<file path="src/rtl/pipe_ctrl.sv">
// Hazard and sequencing controller for the five-stage pipeline.
// Stalls on load-use, flushes on redirects, and freezes the pipeline during data-memory accesses.
module pipe_ctrl #(
    parameter int WAIT_MAX = 16,
    parameter int CNT_W    = 16
) (
    input  logic             clk,
    input  logic             clr,
    input  logic [4:0]       id_rs,
    input  logic [4:0]       id_rt,
    input  logic             id_uses_rt,
    input  logic             ex_mem_to_reg,
    input  logic [4:0]       ex_write_reg,
    input  logic             mem_branch_taken,
    input  logic             mem_jump,
    input  logic             mem_access,
    input  logic             dmem_ack,
    output logic             dmem_req,
    output logic             pc_en,
    output logic             ifid_en,
    output logic             idex_en,
    output logic             exmem_en,
    output logic             ifid_flush,
    output logic             idex_flush,
    output logic             exmem_flush,
    output logic             memwb_flush,
    output logic [1:0]       pc_sel,
    output logic             busy,
    output logic             mem_timeout,
    output logic [CNT_W-1:0] stall_cnt,
    output logic [CNT_W-1:0] flush_cnt
);

    typedef enum logic {
        RUN      = 1'b0,
        MEM_WAIT = 1'b1
    } state_t;

    localparam logic [7:0] WAIT_LIM = 8'(WAIT_MAX);

    state_t           state_q, state_d;
    logic [7:0]       wait_cnt_q, wait_cnt_d;
    logic             mem_timeout_q, mem_timeout_d;
    logic [CNT_W-1:0] stall_cnt_q, stall_cnt_d;
    logic [CNT_W-1:0] flush_cnt_q, flush_cnt_d;

    logic lu;
    logic redirect;

    assign lu = ex_mem_to_reg && (ex_write_reg != 5'd0) &&
                ((ex_write_reg == id_rs) ||
                 (id_uses_rt && (ex_write_reg == id_rt)));

    always_comb begin
        state_d       = state_q;
        wait_cnt_d    = wait_cnt_q;
        mem_timeout_d = mem_timeout_q;
        dmem_req      = 1'b0;
        pc_en         = 1'b1;
        ifid_en       = 1'b1;
        idex_en       = 1'b1;
        exmem_en      = 1'b1;
        ifid_flush    = 1'b0;
        idex_flush    = 1'b0;
        exmem_flush   = 1'b0;
        memwb_flush   = 1'b0;
        pc_sel        = 2'b00;
        redirect      = 1'b0;

        if (clr) begin
            pc_en       = 1'b0;
            ifid_en     = 1'b0;
            idex_en     = 1'b0;
            exmem_en    = 1'b0;
            ifid_flush  = 1'b1;
            idex_flush  = 1'b1;
            exmem_flush = 1'b1;
            memwb_flush = 1'b1;
        end else begin
            unique case (state_q)
                RUN: begin
                    if (mem_access) begin
                        dmem_req    = 1'b1;
                        pc_en       = 1'b0;
                        ifid_en     = 1'b0;
                        idex_en     = 1'b0;
                        exmem_en    = 1'b0;
                        memwb_flush = 1'b1;
                        state_d     = MEM_WAIT;
                        wait_cnt_d  = 8'd1;
                    end else if (mem_jump || mem_branch_taken) begin
                        // The load-use victim sits in ID and is flushed here.
                        redirect    = 1'b1;
                        pc_sel      = mem_jump ? 2'b10 : 2'b01;
                        ifid_flush  = 1'b1;
                        idex_flush  = 1'b1;
                        exmem_flush = 1'b1;
                    end else if (lu) begin
                        pc_en      = 1'b0;
                        ifid_en    = 1'b0;
                        idex_flush = 1'b1;
                    end
                end
                MEM_WAIT: begin
                    if (dmem_ack) begin
                        state_d    = RUN;
                        wait_cnt_d = 8'd0;
                    end else if (wait_cnt_q >= WAIT_LIM) begin
                        mem_timeout_d = 1'b1;
                        state_d       = RUN;
                        wait_cnt_d    = 8'd0;
                    end else begin
                        pc_en       = 1'b0;
                        ifid_en     = 1'b0;
                        idex_en     = 1'b0;
                        exmem_en    = 1'b0;
                        memwb_flush = 1'b1;
                        wait_cnt_d  = wait_cnt_q + 8'd1;
                    end
                end
                default: state_d = RUN;
            endcase
        end

        stall_cnt_d = stall_cnt_q;
        if (!pc_en && (stall_cnt_q != '1)) begin
            stall_cnt_d = stall_cnt_q + 1'b1;
        end
        flush_cnt_d = flush_cnt_q;
        if (redirect && (flush_cnt_q != '1)) begin
            flush_cnt_d = flush_cnt_q + 1'b1;
        end
    end

    always_ff @(posedge clk) begin
        if (clr) begin
            state_q       <= RUN;
            wait_cnt_q    <= 8'd0;
            mem_timeout_q <= 1'b0;
            stall_cnt_q   <= '0;
            flush_cnt_q   <= '0;
        end else begin
            state_q       <= state_d;
            wait_cnt_q    <= wait_cnt_d;
            mem_timeout_q <= mem_timeout_d;
            stall_cnt_q   <= stall_cnt_d;
            flush_cnt_q   <= flush_cnt_d;
        end
    end

    assign busy        = !clr && (state_q == MEM_WAIT);
    assign mem_timeout = mem_timeout_q;
    assign stall_cnt   = stall_cnt_q;
    assign flush_cnt   = flush_cnt_q;

endmodule

</file>
<file path="config.mk">
export PLATFORM = sky130hd
export DESIGN_NAME = pipe_ctrl
export DESIGN_NICKNAME = d
export VERILOG_FILES = /design/src/rtl/pipe_ctrl.sv
export SDC_FILE = /design/constraint.sdc
export NUM_CORES = 1
export LEC_CHECK = 0
export ABC_AREA = 1
export ABC_CLOCK_PERIOD_IN_PS = 2020
export CAP_MARGIN = 20
export CORE_MARGIN = 10
export CORE_UTILIZATION = 50
export CTS_BUF_LIST = sky130_fd_sc_hd__clkbuf_4 sky130_fd_sc_hd__clkbuf_8
export CTS_CLUSTER_DIAMETER = 50
export CTS_CLUSTER_SIZE = 30
export DETAILED_ROUTE_END_ITERATION = 16
export GPL_TIMING_DRIVEN = 0
export PLACE_DENSITY = 0.79
export SETUP_SLACK_MARGIN = 0.5
export SYNTH_ARGS = -nofsm -noshare
export SYNTH_HDL_FRONTEND = slang
export SYNTH_SLANG_ARGS = --single-unit
</file>
<file path="constraint.sdc">
create_clock -name clk -period 2.02 [get_ports clk]
set_input_delay 0.202 -clock clk [delete_from_list [all_inputs] [get_ports clk]]
set_output_delay 0.202 -clock clk [all_outputs]
set_load 0.02 [all_outputs]
</file>
[Word level (Yosys, flattened, before mapping)]
Index checks and enable logic that the tools add are counted.
Operators by class
  add/sub/neg operators: 3
  order comparisons: 1
  eq/ne operators: 5
  muxes and demuxes: 36
  bitwise operators: 2
  reduce and logical (&&, ||, !) cells: 12
Operator list (count)
  $add A16 B1 Y16 const B: 2
  $ne A16 B16 Y1 const B: 2
  $mux W1: 24
  $mux W8: 3
  $pmux W8 S2: 1
  $eq A5 B5 Y1: 2
  $mux W2: 5
  $add A8 B1 Y8 const B: 1
  $ge A8 B5 Y1 const B: 1
  $logic_and A1 B1 Y1: 6
  $pmux W1 S2: 3
  $reduce_bool A5 Y1: 1
  $reduce_and A3 Y1: 1
  $logic_not A1 Y1: 2
  $logic_or A1 B1 Y1: 2
  $ne A2 B2 Y1 const B: 1
  $not A1 Y1: 2
Word-level totals
  bits in registers: 42
  bits of input ports: 23
  output and inout bits: 45

[Longest topological paths before layout]
Gate-level depths: netlist (run 1).
  depth after elaboration: 11
  depth in mapped cells: 12

[Least setup slack after synthesis (run 1)]
Ideal clock, no wire load.
  kind: reg2out
  start point: reg state_q
  end point: out pc_en
  arrival: 1728 ps
  path slack: 90 ps
  stages on the path, launching flop included: 9
  buffers on the path: 2
  cells stage by stage: dfxtp_1 > inv_2 > nand2_1 > nand2_1 > nor2_1 > nand2_2 > buf_2 > inv_1 > buf_4
On the way
  word-level cells in the longest chain between the ends: 3
Ends and longest elaborated chain
  start: declaration: line 41  | state_t state_q, state_d;
  start signal: assignment: line 143  | state_q <= state_d;
  $not A1 Y1
  $pmux W1 S2 (*)
  $mux W1 (*)
  end: declaration: line 19  | output logic pc_en,
Every way passes the cells marked *; elsewhere a longest branch is shown, timed or not.

[Worst setup path after layout (run 1)]
  start point: reg wait_cnt_q[7]
  end point: out pc_en
On the way
  word-level cells in the longest chain between the ends: 5
Ends and longest elaborated chain
  start: declaration: line 42  | logic [7:0] wait_cnt_q, wait_cnt_d;
  start signal: assignment: line 144  | wait_cnt_q <= wait_cnt_d;
  $ge A8 B5 Y1: line 108  | end else if (wait_cnt_q >= WAIT_LIM) begin
  $mux W1: line 108
  $mux W1: line 105  | if (dmem_ack) begin
  $pmux W1 S2: line 80  | unique case (state_q)
  $mux W1: line 70  | if (clr) begin
Every way passes these cells.

==> reports/metrics.yaml, run 1 <==
worst_setup_path:
  worstSetupStartpointType: "flip-flop"
  cp_max_fo: 3
  critPathMaxStageDelay_ns: 0.31
  worstPathCellList: "inv_1, nand4_1, nor3_4, nor2_4, nand2_4, buf_6, inv_2, buf_6, buf_6"
  crit_family: "simple AND/OR/NAND/NOR gates"
  worstPathArrival_ns: 1.59
  cp_num_buf_inv: 5
  crit_top_cell: "buf_6"
  criticalPathCategory: "flip-flop to output port"
  slowest_stage: "dfxtp_1"
  cp.required_ns: 1.82
  endpoint_kind: "output port"
layout:
  diodes: 0
  design_area_sq_um: 4066
  areaGrowthSynthToFinish_pct: 61.93
  multiInputGateArea_sq_um: 1783
  drive_gt1_share_pct: 37.91
  finalNonFillerCells: 555
  fillCellCount: 269
  num-nets-final: 514
  seqCellArea_sq_um: 882.1
  post-route-util_pct: 84.97
routing:
  drt_iter0_drc: 182
  drc: 0
  wl_per_cell_microns: 16.97
  via_per_inst: 5.571
  ant_nets: 0
  vias: 3092
  drt_pass1_iterations: 5
  drt-total-wl_microns: 9421
grt:
  grt_util_all_layers_pct: 17.27
  antenna_found_initial: 0
  grt_overflow: 0
  grt_first_pass_wirelength_microns: 12230
  grt_pass1_vias: 2672
  grt_max_degree: 14
synthesis:
  synth-edff-count: 0
  synth_top_area_cell: "dfxtp_1"
  ys_warn_count: 0
  synth_seq_cells: 42
  synth-seq-area-share_pct: 33.48
  synthTopCellsByCount: "nand2_1, inv_1, dfxtp_1, nor2_1, nand3_1"
  synth_most_common_cell: "nand2_1"
  synthTopCellsByArea: "dfxtp_1, nand2_1, nand3_1"
  netlist_instances: 377
  synth_cell_types: 33
  ys.flop_type: "dfxtp_1"
  synth_nets: 404
  synthArstFlopShare_pct: 0
  netlist_area_sq_um: 2511
  synth.avg_cell_area_sq_um: 6.661
  yosysTopAreaCellShare_pct: 33.48
die:
  core_area_sq_um: 4786
  die_h_microns: 90.87
  ioPinCount: 68
  die_x_microns: 90.87
  die-area_sq_um: 8257
  start_util_pct: 52.47
  num_rows: 25
place:
  placed_cell_area_sq_um: 3331
  pre_cts_slack_ns: -0.5010
  place_inst: 510
  gp_congestion: 0.8917
  portBuffers: 66
  place_hpwl_microns: 5193
power_and_ir_drop:
  total_power_w: 0.001965
  p_per_area_nw_per_um2: 483.3
  worst_ir_drop_vdd_uv: 396.1
  cellLeakagePower_nw: 1.902
timing:
  fin_crit_sh_pct: 88.47
  relSlewSlack_pct: 47.56
  worstMarginPinSlew_ns: 0.7866
  worst_clock_skew_ns: 0.005235
  finalHoldViolations: 0
  fin_ws_ns: 0.2329
  layout_min_cycle_time_ns: 1.787
  clock.fmax_mhz: 559.6
  setup_viol: 0
  rsz0062_at_grt: "yes"
  drv_slew: 0
clock_network:
  cts_tree: "built"
  cts_buffers: 5
  root_buffer: "clkbuf_8"
  ctsHoldBuffers: 0
  clkLatencyLatePin_ns: 0.31
  htree_levels: 2
  clk_pin_slew_ns: 0.08
  clockBufferDepth: 2
  clock_sinks: 42
min_path:
  holdCritPathClass: "input port to flip-flop"
run:
  maxCapViolations: 0
run_status:
  outcome: "finished, final reports clean"
cell type report:
class / instances / area share, %
well taps: 67 / 2.062
flip-flops and latches: 42 / 21.69
clock inverters: 3 / 0.9846
plain buffers: 11 / 2.277
clock buffers: 5 / 1.692
repair inverters: 1 / 0.1538
multi-input cells: 273 / 43.85
repair buffers: 102 / 22.28
inverters: 51 / 5.015
state kept, by name, indices dropped and copies added (netlist names):
register     flops
mem_timeout      1
wait_cnt_q       8
stall_cnt       16
flush_cnt       16
state_q          1
final timing paths:
path / start / to / slack (ns) / cells past startpoint
hold reg to reg: wait_cnt_q[5]$_SDFFE_PP0P_ / wait_cnt_q[5]$_SDFFE_PP0P_ / 0.42 / 2
setup reg to reg: flush_cnt[9]$_SDFFE_PP0P_ / flush_cnt[5]$_SDFFE_PP0P_ / 0.35 / 8
setup / recovery: wait_cnt_q[7]$_SDFFE_PP0P_ / pc_en / 0.23 / 9
hold / removal: clr / stall_cnt[6]$_SDFFE_PP0P_ / 0.21 / 2
per-stage QoR:
step           setup TNS, ns  hold slack (ns)
2_1_floorplan              0           0.3782
3_3_place_gp          -1.604           0.4250
3_5_place_dp          -1.847           0.4300
4_1_cts                    0           0.1555
5_1_grt                    0           0.2294
6_report                   0           0.2110
per-layer routing:
metal	routed length, microns	part of all wire (%)	global-route usage [%]	vias to the layer above
li1	-	-	-	1434
met1	3552	38	18.23	1431
met2	4777	51	31.37	184
met3	774	8.2	5.320	43
met4	317	3.4	6.266	0
met5	0	0	0	-
power by group:
group / internal (W) / leakage [nW] / total, W / switching (W)
Combinational: 0.000189 / 1.49 / 0.000426 / 0.000237
Clock: 0.000364 / 0.0579 / 0.000685 / 0.000321
Sequential: 0.000836 / 0.350 / 0.000854 / 0.0000184
cells in the final DEF (no fill, tap or decap), types with 6 or more instances in the layout:
master	n
dfxtp_1	25
dlygate4sd2_1	22
inv_1	40
nand3_2	7
clkbuf_2	9
buf_2	11
nor3_1	7
buf_6	16
clkdlybuf4s50_1	8
nand4_1	8
buf_4	29
nand3_1	27
a21oi_2	20
dfxtp_4	8
inv_2	8
nand2_4	10
nor2_1	36
nand2_2	13
dlymetal6s2s_1	10
nand2_1	69
xnor2_1	10
dfxtp_2	9
a21oi_1	14
xor2_1	10
nor3_4	6
kinds of logic (layout without fill, tap and decap cells):
| kind of cell | after synthesis | in the layout | share of synthesized area (%) |
|---|---|---|---|
| AOI/OAI and AO/OA | 50 | 50 | 11.91 |
| xor gates and xnor gates | 20 | 20 | 6.975 |
| adders and majority gates | 4 | 4 | 1.993 |
| buffers and inverters | 62 | 173 | 10.21 |
| DFF | 42 | 42 | 33.48 |
| and+or+nand+nor | 199 | 199 | 35.43 |
what timing repair did:
item,4_1_cts,5_1_grt
endpoints found under the setup margin,65,54
pin swaps,25,34
cloned,1,3
resized for setup,138,113
buffers inserted,15,18
hold endpoints to repair,0,0
Note: power is estimated with default switching activity, not from simulation.
==> inputs of run 2 (changes only) <==
--- a/config.mk
+++ b/config.mk
@@ -17,6 +17,8 @@
 export GPL_TIMING_DRIVEN = 0
 export PLACE_DENSITY = 0.79
 export SETUP_SLACK_MARGIN = 0.5
+export SLEW_MARGIN = 0
 export SYNTH_ARGS = -nofsm -noshare
 export SYNTH_HDL_FRONTEND = slang
 export SYNTH_SLANG_ARGS = --single-unit
+export TNS_END_PERCENT = 50
==> reports/metrics.yaml, run 2 (synthesis gave the netlist of run 1 again) <==
layout:
  areaGrowthSynthToFinish_pct: 62.23  # was 61.93%
  final_cell_mix: "nand2_1, buf_4, inv_1, nor2_1, nand3_1"  # was nand2_1, inv_1, nor2_1, buf_4, nand3_1
  layout_commonest_cell: "nand2_1"  # unchanged
  drive_gt1_share_pct: 37.90  # was 37.91%
  num-nets-final: 523  # was 514
  diodes: 0  # unchanged
  design_area_sq_um: 4074  # was 4066 sq um
  finalNonFillerCells: 563  # was 555
routing:
  drc: 0  # unchanged
  via_per_inst: 5.529  # was 5.571
  drt-total-wl_microns: 9194  # was 9421 microns
  drt_iter0_drc: 227  # was 182
  wl_per_cell_microns: 16.33  # was 16.97 microns
  drt_pass1_iterations: 6  # was 5
  ant_nets: 0  # unchanged
  vias: 3113  # was 3092
grt:
  grt_util_met2_pct: 33.47  # was 31.37%
  grt_pass1_vias: 2805  # was 2672
  grt_first_pass_wirelength_microns: 12970  # was 12230 microns
  grt_overflow: 0  # unchanged
  grt_use_met1_pct: 19.61  # was 18.23%
  grt_util_all_layers_pct: 18.26  # was 17.27%
  grt_util_met3_pct: 4.988  # was 5.320%
  busiest_layer: "met2"  # unchanged
  grt_max_degree: 13  # was 14
  antenna_found_initial: 0  # unchanged
die:
  die-area_sq_um: 8257  # unchanged
  start_util_pct: 52.47  # unchanged
  num_rows: 25  # unchanged
  core_area_sq_um: 4786  # unchanged
  die_h_microns: 90.87  # unchanged
  ioPinCount: 68  # unchanged
  die_x_microns: 90.87  # unchanged
worst_setup_path:
  critPathMaxStageDelay_ns: 0.33  # was 0.31 ns
  slowest_stage: "dfxtp_2"  # was dfxtp_1
  cp.required_ns: 1.82  # about the same
  crit_top_cell: "buf_6"  # unchanged
  cp_max_fo: 4  # was 3
  worstSetupStartpointType: "flip-flop"  # unchanged
  worstPathCellList: "inv_2, nand4_1, nor3_4, nor2_4, nand2_4, buf_6, inv_4, buf_6, buf_6"  # was inv_1, nand4_1, nor3_4, nor2_4, nand2_4, buf_6, inv_2, buf_6, buf_6
  worstPathArrival_ns: 1.65  # was 1.59 ns
  endpoint_kind: "output port"  # unchanged
  criticalPathCategory: "flip-flop to output port"  # unchanged
timing:
  setup_viol: 0  # unchanged
  layout_min_cycle_time_ns: 1.852  # was 1.787 ns
  finalHoldViolations: 0  # unchanged
  drv_slew: 0  # unchanged
  timing.hold.ws_ns: 0.1701  # was 0.2110 ns
  rsz0062_at_grt: "yes"  # unchanged
  relSlewSlack_pct: 49.99  # was 47.56%
  worst_clock_skew_ns: 0.005520  # was 0.005235 ns
  fin_crit_sh_pct: 91.66  # was 88.47%
  fin_setup_tns_ns: 0  # unchanged
  clock.fmax_mhz: 540.1  # was 559.6 MHz
  worstMarginPinSlew_ns: 0.7501  # was 0.7866 ns
place:
  placed_cell_area_sq_um: 3324  # was 3331 sq um
  gp_congestion: 0.8850  # was 0.8917
  portBuffers: 66  # unchanged
  place_inst: 510  # unchanged
  place_hpwl_microns: 5270  # was 5193 microns
clock_network:
  root_buffer: "clkbuf_8"  # unchanged
  cts_buffers: 5  # unchanged
  htree_levels: 2  # unchanged
  clock_sinks: 42  # unchanged
  cts_tree: "built"  # unchanged
  clockBufferDepth: 2  # unchanged
  clkLatencyLatePin_ns: 0.29  # was 0.31 ns
  clk_pin_slew_ns: 0.08  # about the same
power_and_ir_drop:
  p_per_area_nw_per_um2: 437.7  # was 483.3 nW/um^2
  worst_ir_drop_vdd_uv: 258.7  # was 396.1 uV
  cellLeakagePower_nw: 1.801  # was 1.902 nW
min_path:
  holdCritPathClass: "input port to flip-flop"  # unchanged
run_status:
  outcome: "finished, final reports clean"  # unchanged
run:
  maxCapViolations: 0  # unchanged
[run 2: cell count changes in the layout (fill, tap and decap cells not counted), moves of 3 or more]
cell / change
dlygate4sd2_1: -16
buf_4: +10
clkdlybuf4s50_1: +22
dlymetal6s2s_1: -4
nand3_1: +4
nand2_2: -4
dfxtp_4: -3
nand2_4: +3
inv_1: -3
buf_6: +3
[run 2: worst paths after layout]
| check | slack (ns) | cells after the start | endpoint | start |
|---|---|---|---|---|
| hold / removal | 0.17 | 2 | state_q$_SDFF_PP0_ | clr |
| hold reg to reg | 0.45 | 2 | wait_cnt_q[6]$_SDFFE_PP0P_ | wait_cnt_q[6]$_SDFFE_PP0P_ |
| setup / recovery | 0.17 | 9 | pc_en | wait_cnt_q[4]$_SDFFE_PP0P_ |
| setup reg to reg | 0.19 | 13 | wait_cnt_q[4]$_SDFFE_PP0P_ | wait_cnt_q[4]$_SDFFE_PP0P_ |
[run 2: critical path: cells and delay by family (launching register included)]
family / cells / cell delay (ns)
AND/OR/NAND/NOR: 4 / 0.59
flip-flops: 1 / 0.33
buffers and inverters: 5 / 0.43
[run 2: power by group]
group,internal (W),switching (W),leakage [nW]
sequential,0.000839,0.0000192,0.348
combinational,0.000183,0.000218,1.41
clock,0.000232,0.000291,0.0438
[run 2: area by class of cell]
class / count / area, sq um
multi-input cells: 273 / 1742
repair buffers: 112 / 992.2
flip-flops and latches: 42 / 873.3
fillers: 267 / 711.9
inverters: 51 / 202.7
plain buffers: 11 / 101.3
well taps: 67 / 83.83
clock buffers: 5 / 68.82
clock inverters: 2 / 10.01
[run 2: per-stage QoR]
| stage | util (%) | total power, W | setup WS [ns] |
|---|---|---|---|
| 3_3_place_gp | 69.46 | 0.001163 | -0.4825 |
| 2_1_floorplan | - | 0.001038 | 0.3723 |
| 6_report | 85.12 | 0.001783 | 0.1684 |
| 5_1_grt | 85.12 | 0.001859 | 0.06953 |
| 3_5_place_dp | 69.46 | 0.001171 | -0.5136 |
| 4_1_cts | 77.57 | 0.001715 | 0.1728 |
[run 2: routing by layer]
metal,up-vias,routed length (microns)
met4,0,231
met5,-,0
li1,1449,-
met2,166,5011
met3,36,665
met1,1462,3286
[run 2: timing repair]
action | 4_1_cts | 5_1_grt
setup buffers | 28 | 15
gates cloned | 2 | 1
pin swaps | 22 | 44
setup endpoints to repair | 64 | 74
hold buffers | 0 | 0
gates resized for setup | 120 | 102
